==> config.mk <==
export PLATFORM = sky130hd
export DESIGN_NAME = nn_batch_sequencer
export DESIGN_NICKNAME = d
export VERILOG_FILES = /design/src/rtl/nn_batch_sequencer.sv
export SDC_FILE = /design/constraint.sdc
export NUM_CORES = 1
export LEC_CHECK = 0
export BUFFER_PORTS_ARGS = -buffer_cell sky130_fd_sc_hd__buf_2
export CAP_MARGIN = 20
export CORE_MARGIN = 8
export CORE_UTILIZATION = 37
export DETAILED_ROUTE_END_ITERATION = 12
export GPL_ROUTABILITY_DRIVEN = 1
export HOLD_SLACK_MARGIN = 0.06
export PLACE_DENSITY = 0.61
export SYNTH_ARGS = -nofsm -noshare
export SYNTH_HDL_FRONTEND = slang
export SYNTH_SLANG_ARGS = --single-unit
==> constraint.sdc <==
create_clock -name clk -period 4.43 [get_ports clk]
set_clock_uncertainty 0.15 [all_clocks]
set_input_delay 0.2215 -clock clk [delete_from_list [all_inputs] [get_ports clk]]
set_output_delay 0.2215 -clock clk [all_outputs]
set_load 0.02 [all_outputs]
==> src/rtl/nn_batch_sequencer.sv <==
// Batch sequencer for one neural_network instance: per sample it fills the network,
// runs inference, then copies the network output RAM into the batch result buffer.
module nn_batch_sequencer #(
  parameter int DATA_W    = 8,
  parameter int N_IN      = 2,
  parameter int N_OUT     = 1,
  parameter int N_SAMPLES = 4,
  parameter int TIMEOUT   = 255
) (
  input  logic clk,
  input  logic rst,
  input  logic start,
  output logic busy,
  output logic done,
  output logic error,
  output logic [((N_SAMPLES > 1) ? $clog2(N_SAMPLES) : 1)-1:0] sample_idx,
  output logic [((N_SAMPLES*N_IN > 1) ? $clog2(N_SAMPLES*N_IN) : 1)-1:0] in_base,
  output logic nn_fill,
  input  logic nn_ack_fill,
  output logic nn_req,
  input  logic nn_ack_network,
  output logic [((N_OUT > 1) ? $clog2(N_OUT) : 1)-1:0] res_rd_addr,
  input  logic signed [DATA_W-1:0] res_rd_data,
  output logic res_wr_en,
  output logic [((N_SAMPLES*N_OUT > 1) ? $clog2(N_SAMPLES*N_OUT) : 1)-1:0] res_wr_addr,
  output logic signed [DATA_W-1:0] res_wr_data
);

  localparam int SW  = (N_SAMPLES > 1) ? $clog2(N_SAMPLES) : 1;
  localparam int IW  = (N_SAMPLES*N_IN > 1) ? $clog2(N_SAMPLES*N_IN) : 1;
  localparam int RAW = (N_OUT > 1) ? $clog2(N_OUT) : 1;
  localparam int OW  = (N_SAMPLES*N_OUT > 1) ? $clog2(N_SAMPLES*N_OUT) : 1;
  localparam int TW  = $clog2(TIMEOUT + 1);
  localparam int CW  = $clog2(N_OUT + 1);

  typedef enum logic [2:0] {IDLE, FILL, RUN, COPY, NEXT, DONE} state_t;

  state_t          state, state_next;
  logic [TW-1:0]   wait_cnt, wait_cnt_next, wait_inc;
  logic [CW-1:0]   copy_cnt, copy_cnt_next;
  logic [OW-1:0]   out_base, out_base_next;
  logic            busy_next, done_next, error_next, fill_next, req_next;
  logic [SW-1:0]   sample_next;
  logic [IW-1:0]   in_base_next;
  logic [RAW-1:0]  rd_addr_next;
  logic            wr_en_next;
  logic [OW-1:0]   wr_addr_next;
  logic            timed_out;

  assign wait_inc  = wait_cnt + 1'b1;
  assign timed_out = (wait_inc == TW'(TIMEOUT));

  always_ff @(posedge clk or posedge rst) begin
    if (rst) begin
      state       <= IDLE;
      busy        <= 1'b0;
      done        <= 1'b0;
      error       <= 1'b0;
      sample_idx  <= '0;
      in_base     <= '0;
      out_base    <= '0;
      nn_fill     <= 1'b0;
      nn_req      <= 1'b0;
      wait_cnt    <= '0;
      copy_cnt    <= '0;
      res_rd_addr <= '0;
      res_wr_en   <= 1'b0;
      res_wr_addr <= '0;
    end else begin
      state       <= state_next;
      busy        <= busy_next;
      done        <= done_next;
      error       <= error_next;
      sample_idx  <= sample_next;
      in_base     <= in_base_next;
      out_base    <= out_base_next;
      nn_fill     <= fill_next;
      nn_req      <= req_next;
      wait_cnt    <= wait_cnt_next;
      copy_cnt    <= copy_cnt_next;
      res_rd_addr <= rd_addr_next;
      res_wr_en   <= wr_en_next;
      res_wr_addr <= wr_addr_next;
    end
  end

  always_comb begin
    state_next    = state;
    busy_next     = busy;
    done_next     = 1'b0;
    error_next    = error;
    sample_next   = sample_idx;
    in_base_next  = in_base;
    out_base_next = out_base;
    fill_next     = nn_fill;
    req_next      = nn_req;
    wait_cnt_next = wait_cnt;
    copy_cnt_next = copy_cnt;
    rd_addr_next  = res_rd_addr;
    wr_en_next    = 1'b0;
    wr_addr_next  = res_wr_addr;
    case (state)
      IDLE: begin
        if (start) begin
          state_next    = FILL;
          busy_next     = 1'b1;
          error_next    = 1'b0;
          sample_next   = '0;
          in_base_next  = '0;
          out_base_next = '0;
          fill_next     = 1'b1;
          wait_cnt_next = '0;
        end
      end
      FILL: begin
        // An ack landing on the timeout cycle still counts as success.
        if (nn_ack_fill) begin
          state_next    = RUN;
          fill_next     = 1'b0;
          wait_cnt_next = '0;
        end else if (timed_out) begin
          state_next = IDLE;
          fill_next  = 1'b0;
          busy_next  = 1'b0;
          error_next = 1'b1;
        end else begin
          wait_cnt_next = wait_inc;
        end
      end
      RUN: begin
        // req is only raised once the fill ack has been withdrawn.
        if (nn_req && nn_ack_network) begin
          state_next    = COPY;
          req_next      = 1'b0;
          copy_cnt_next = '0;
          rd_addr_next  = '0;
        end else if (timed_out) begin
          state_next = IDLE;
          req_next   = 1'b0;
          busy_next  = 1'b0;
          error_next = 1'b1;
        end else begin
          wait_cnt_next = wait_inc;
          if (!nn_ack_fill) req_next = 1'b1;
        end
      end
      COPY: begin
        // p0: read address j; p1: write of word j one cycle later
        if (copy_cnt == CW'(N_OUT)) begin
          state_next   = NEXT;
          rd_addr_next = '0;
        end else begin
          copy_cnt_next = copy_cnt + 1'b1;
          wr_en_next    = 1'b1;
          wr_addr_next  = out_base + OW'(copy_cnt);
          if (int'(copy_cnt) + 1 < N_OUT) rd_addr_next = RAW'(copy_cnt + 1'b1);
        end
      end
      NEXT: begin
        if (sample_idx == SW'(N_SAMPLES - 1)) begin
          state_next = DONE;
          done_next  = 1'b1;
        end else begin
          state_next    = FILL;
          sample_next   = sample_idx + 1'b1;
          in_base_next  = in_base + IW'(N_IN);
          out_base_next = out_base + OW'(N_OUT);
          fill_next     = 1'b1;
          wait_cnt_next = '0;
        end
      end
      DONE: begin
        state_next = IDLE;
        busy_next  = 1'b0;
      end
      default: state_next = IDLE;
    endcase
  end

  assign res_wr_data = res_wr_en ? res_rd_data : '0;

endmodule

==> results of run 1 <==
-- worst max-delay path by stage --
stage / from / endpoint / slack [ns] / cells past startpoint
final: wait_cnt[0] / wait_cnt[0] / 1.90 / 6
after global routing: wait_cnt[0] / wait_cnt[3] / 1.77 / 6
after CTS: state[2] / wait_cnt[0] / 1.74 / 5
after detailed placement: state[2] / wait_cnt[0] / 1.76 / 5
after global placement: wait_cnt[0] / state[0] / 1.95 / 6
after floorplan: wait_cnt[0] / wait_cnt[0] / 2.18 / 6
-- synthesized netlist by cell type (3+ instances only) --
master	count	area share (%)
dfrtp_1	27	45
nand2_1	18	4.5
o21ai_0	14	4.7
nor2_1	10	2.5
and2_1	8	3.3
nand3_1	7	2.3
nor2b_1	5	2.1
a21oi_1	4	1.3
and3_1	4	1.7
clkbuf_1	4	1.0
ha_1	4	3.3
inv_1	4	1.0
nand2b_1	4	1.7
o31ai_1	4	2.0
a22o_1	3	1.8
a31oi_1	3	1.3
nor3b_1	3	1.5
xnor2_1	3	1.8
-- registers in the layout (all words and copies together) (netlist names), 2 cells and up --
| name | flops |
|---|---|
| res_wr_addr | 2 |
| wait_cnt | 8 |
| state | 3 |
| in_base | 2 |
| sample_idx | 2 |
| out_base | 2 |
-- worst max-delay path, cell delays in order (launching register included) --
cell	delay (ns)
dfrtp_1	0.46
ha_1	0.28
nand3_2	0.13
or3_4	0.41
a2111oi_4	0.62
or3_4	0.27
o211ai_2	0.08
-- report_power, final --
group,internal [W],switching (W),leakage (nW),total (W)
Combinational,0.000173,0.000250,0.487,0.000424
Clock,0.0000639,0.0000812,0.0217,0.000145
Sequential,0.000312,0.0000887,0.354,0.000401
-- cells by family (layout without fill, tap and decap cells) --
logic type,after synthesis,count (layout),share of synthesized area (%)
simple gates,67,67,23.85
compound gates,43,43,20.77
flops,27,27,45.04
buf+inv,10,44,2.835
fa+ha+maj,4,4,3.336
xor+xnor,3,3,1.752
mux,3,3,2.168
other cells,1,1,0.2500
-- metal layers --
metal | up-vias | GRT usage [%] | share of wire (%)
met5 | - | 0 | 0
met4 | 0 | 5.741 | 1.4
met3 | 4 | 2.590 | 7.8
met2 | 50 | 19.23 | 46
met1 | 615 | 13.36 | 45
li1 | 634 | - | -
-- stage by stage --
step / setup slack, ns / std cells
6_report: 1.901 / 242
5_1_grt: 1.769 / 242
4_1_cts: 1.737 / 239
3_5_place_dp: 1.755 / 235
3_3_place_gp: 1.949 / 235
2_1_floorplan: 2.184 / 158
-- timing repair --
item	CTS	global route
hold buffers	0	1
hold endpoints to repair	0	10
gates resized for setup	0	0
-- cell type report --
type / count / share of cell area [%]
inverters: 4 / 0.8380
clock buffers: 3 / 2.304
repair buffers: 36 / 11.59
multi-input cells: 121 / 43.65
clock inverters: 1 / 0.4190
well taps: 50 / 3.492
flip-flops and latches: 27 / 37.71
==> key figures, run 1 <==
Run status
  – Status: finished, final reports clean

Timing
  – Slew Viols, Final: 0
  – RSZ-0062 raised after global routing: no
  – Worst slew pin tran: 0.7121 ns
  – Rel. slew slack: 52.43%
  – Fmax: 395.4 MHz
  – Worst hold margin: 0.1703 ns
  – Final hold violation count: 0
  – Setup TNS: 0 ns
  – Min Tclk post-route: 2.529 ns
  – Final setup viols: 0
  – Fin crit share: 57.09%

Synthesis
  – Top_reg_cell synth: dfrtp_1
  – Number of synthesized register bits: 27
  – Syn Inst Count: 158
  – Synthesized area: 1500 µm²
  – EDFF count, synth: 0
  – Sequential area share after synthesis: 45.04%
  – Asr flop ratio synth: 100.0%
  – Synth Net Count: 175
  – Syn avg cell area: 9.495 µm²
  – Distinct cells, synth: 42
  – Yosys warnings: 0

CTS
  – Clk sinks: 27
  – Total CTS buffers: 3
  – Clock tree root driver cell: clkbuf_8
  – H-tree depth: 1
  – CTS tree: yes
  – Clock-pin slew of the registers on the worst-case setup and hold paths: 0.09 ns
  – Setup bufs post-CTS: 0
  – Maximum root-to-sink buffer count: 2
  – Worst-skew pair later-pin latency: 0.28 ns

Setup path
  – R2R Setup Slk: 1.90 ns
  – Crit path DAT: 2.53 ns
  – Worst Setup Start Kind: flip-flop
  – Reg2reg path depth: 6
  – Crit Path Max Fanout: 8
  – R2r startpoint: wait_cnt[0]
  – WS Path Type: flip-flop to flip-flop
  – Critical path capture point type: flip-flop
  – Critical Path RT: 4.44 ns
  – FF-to-FF End: wait_cnt[0]

Run
  – Max_cap viols: 0

Drt
  – Initial DRC Count: 37
  – DR pass1 iterations: 4
  – Vias: 1,303
  – Drt via density: 5.384
  – DRC viols: 0
  – Final antenna-violating net count: 0
  – Final wirelength: 3538 µm
  – Avg WL per Cell: 14.62 µm

GRT
  – Vias in the first global route: 1,327
  – Largest net degree at the start of global routing: 28
  – Grt ovf: 0
  – First-pass GRT wire length: 5961 µm
  – Initial antenna violation count: 0
  – GRT Overall Usage: 11.46%

Floorplanning
  – Die ar.: 6348 µm²
  – Ports: 35
  – Row count: 23
  – Die width: 79.68 µm
  – Core ar.: 3943 µm²
  – Initial Util: 38.05%
  – Die height: 79.68 µm

Layout
  – Register area: 675.6 µm²
  – Commonest non-fill, non-tap cell in the layout: buf_2
  – Most frequent cells in the layout: 34 x buf_2, 27 x dfrtp_1, 18 x nand2_1
  – Fin area: 1792 µm²
  – Layout area overhead: 19.43%
  – Nets@finish: 210
  – Fillers: 389
  – Util after Layout: 45.45%
  – N_diodes: 0
  – Layout cells sized above 1: 25.00%
  – Footprint of the multi-input gates: 782.0 µm²

Place
  – Final estimated routing congestion in global placement: 0.8308
  – DP Area: 1700 µm²
  – Port Buffers: 33
  – Placed wire-length estimate: 2681 µm

Worst hold path
  – Hold WC Path Type: input port to flip-flop
  – Worst-case hold path end point: error
  – Hold Crit Start: start
  – Hold Crit Depth: 4

Pwr
  – Total Power: 0.0009694 W
  – Static Leak: 0.8618 nW
  – Worst vdd ir: 0.3237 mV
  – PD cells: 541.1 nW/µm²
Note: power is estimated with default switching activity, not from simulation.
==> run 2: changes to the inputs <==
Settings changed: PLACE_DENSITY 0.61 to 0.64.
Clock period 4.43 ns to 2.1 ns, I/O delays scaled along.
==> run 2 against run 1 <==
- the flow now finishes with violations (negative setup slack)
- via count increased by 3.9%
- total power rose by 130%
- first-iteration DRC count increased by 11%
- register-to-register slack lost 1.9 ns
- critical path depth rose by 1
- largest power group unchanged
==> key figures, run 2 (synthesized netlist as in run 1, its figures left out) <==
Run status
  – Status: finished, violations left
  – Failing checks: negative setup slack

Layout
  – Layout area overhead: 32.53%
  – Util after Layout: 50.43%
  – Fin area: 1988 µm²
  – Nets@finish: 231
  – Register area: 676.9 µm²
  – Fillers: 371
  – Final Non-Filler Cells: 263
  – Footprint of the multi-input gates: 829.5 µm²
  – Largest register by flop count: wait_cnt
  – N_diodes: 0
  – Most frequent cells in the layout: 33 x buf_2, 26 x dfrtp_1, 20 x buf_4
  – Max reg flops: 8
  – Commonest non-fill, non-tap cell in the layout: buf_2
  – Layout cells sized above 1: 34.74%
  – Largest regs: wait_cnt (8), state (3)

Worst hold path
  – Worst-case hold path end point: state[1]
  – Hold WC Path Type: input port to flip-flop
  – Hold Crit Start: nn_ack_network
  – Hold Crit Depth: 3

Pwr
  – P_int: 0.001295 W
  – Sw Ratio: 41.80%
  – PD cells: 1120 nW/µm²
  – Sequential share of power: 36.6%
  – Switching pwr: 0.0009304 W
  – Static Leak: 0.9650 nW
  – Power share of the clock group: 13.7%
  – Part of the power in combinational logic: 49.7%
  – Worst vdd ir: 0.6693 mV

Place
  – Placed wire-length estimate: 2606 µm
  – DP Area: 1856 µm²
  – Final estimated routing congestion in global placement: 0.7524
  – Port Buffers: 33
  – Dpl cells: 254

Timing
  – Slew Viols, Final: 0
  – Rel. slew slack: 48.81%
  – Min Tclk post-route: 2.120 ns
  – RSZ-0062 raised after global routing: yes
  – Setup TNS: -0.02160 ns
  – Setup WS post-layout: -0.01988 ns
  – Final setup viols: 2
  – Fmax: 471.7 MHz
  – Worst slew pin tran: 0.7663 ns
  – Final hold violation count: 0
  – Worst hold margin: 0.08434 ns
  – Fin crit share: 100.9%

Drt
  – Avg WL per Cell: 13.20 µm
  – DR pass1 iterations: 4
  – Drt via density: 5.148
  – DRC viols: 0
  – Initial DRC Count: 41
  – Vias: 1,354
  – Final antenna-violating net count: 0
  – Final wirelength: 3471 µm

GRT
  – First-pass GRT wire length: 5802 µm
  – Initial antenna violation count: 0
  – Largest net degree at the start of global routing: 28
  – Grt ovf: 0
  – Vias in the first global route: 1,279
  – GRT Overall Usage: 11.02%

Setup path
  – Worst Setup Start Kind: flip-flop
  – FF-to-FF End: nn_req
  – CP max stage cell: dfrtp_1
  – R2r startpoint: wait_cnt[1]
  – R2R Setup Slk: -0.02 ns
  – Crit-path cells: ha_4, nand3_4, or3_4, a2111oi_4, buf_4, o21ai_2, a22o_1
  – Critical Path RT: 2.12 ns
  – Crit path DAT: 2.14 ns
  – Reg2reg path depth: 7
  – Crit Path Max Fanout: 5
  – Critical path capture point type: flip-flop
  – WS Path Type: flip-flop to flip-flop
  – Slowest stage delay, CP: 0.40 ns

CTS
  – Total CTS buffers: 3
  – Clock-pin slew of the registers on the worst-case setup and hold paths: 0.10 ns
  – Clk sinks: 27
  – CTS tree: yes
  – Worst-skew pair later-pin latency: 0.27 ns
  – H-tree depth: 1
  – Clock tree root driver cell: clkbuf_8
  – Maximum root-to-sink buffer count: 2

Floorplanning
  – Row count: 23
  – Die ar.: 6348 µm²
  – Die height: 79.68 µm
  – Ports: 35
  – Core ar.: 3943 µm²
  – Die width: 79.68 µm
  – Initial Util: 38.05%

Run
  – Max_cap viols: 0
-- run 2: power by group through the flow --
stage               combinational (W)  clock [W]  sequential (W)
global route                  0.00122   0.000341        0.000838
detailed placement            0.00107          0        0.000819
finish                        0.00111   0.000305        0.000815
floorplan                    0.000639          0        0.000863
CTS                           0.00108   0.000319        0.000810
global placement              0.00107          0        0.000818
-- run 2: worst max-delay path by stage --
stage,start,endpoint,depth (start not counted)
3_5_place_dp,wait_cnt[1],nn_req,7
2_1_floorplan,wait_cnt[0],wait_cnt[0],6
4_1_cts,wait_cnt[1],nn_req,7
5_1_grt,state[0],wait_cnt[4],5
6_report,wait_cnt[1],nn_req,7
3_3_place_gp,wait_cnt[1],nn_req,7
-- run 2: worst max-delay path, delay by kind of cell, from the launching register on --
kind	cells	cell delay, ns
flops	1	0.40
compound gates	3	0.65
buf+inv	1	0.22
fa+ha+maj	1	0.17
simple gates	2	0.43
-- run 2: timing repair --
action                                 4_1_cts  5_1_grt
hold buffers                                 4        0
pin swaps                                    0        2
setup endpoints to repair                    1       11
setup buffers                                0        1
resized for setup                            0        9
endpoints found under the hold margin       29        0
-- run 2: layer usage --
| metal | routed length [µm] | share of wire [%] | vias to the layer above | GRT usage [%] |
|---|---|---|---|---|
| li1 | - | - | 669 | - |
| met1 | 1694 | 49 | 641 | 14.72 |
| met5 | 0 | 0 | - | 0 |
| met4 | 40 | 1.2 | 0 | 4.815 |
| met3 | 260 | 7.5 | 4 | 2.703 |
| met2 | 1476 | 43 | 40 | 16.38 |
-- run 2: area by class of cell --
type / instances / area share, %
clock buffers: 3 / 2.077
inverters: 4 / 0.7552
repair buffers: 57 / 17.87
multi-input cells: 121 / 41.72
flip-flops and latches: 27 / 34.05
clock inverters: 1 / 0.3776
well taps: 50 / 3.147
-- run 2: metrics by stage --
| step | setup slack [ns] | power [W] |
|---|---|---|
| after CTS | -0.008280 | 0.002212 |
| after detailed placement | 0.008129 | 0.001894 |
| after floorplan | -0.0006235 | 0.001502 |
| final | -0.01988 | 0.002226 |
| after global placement | 0.06121 | 0.001885 |
| after global routing | -0.09967 | 0.002401 |
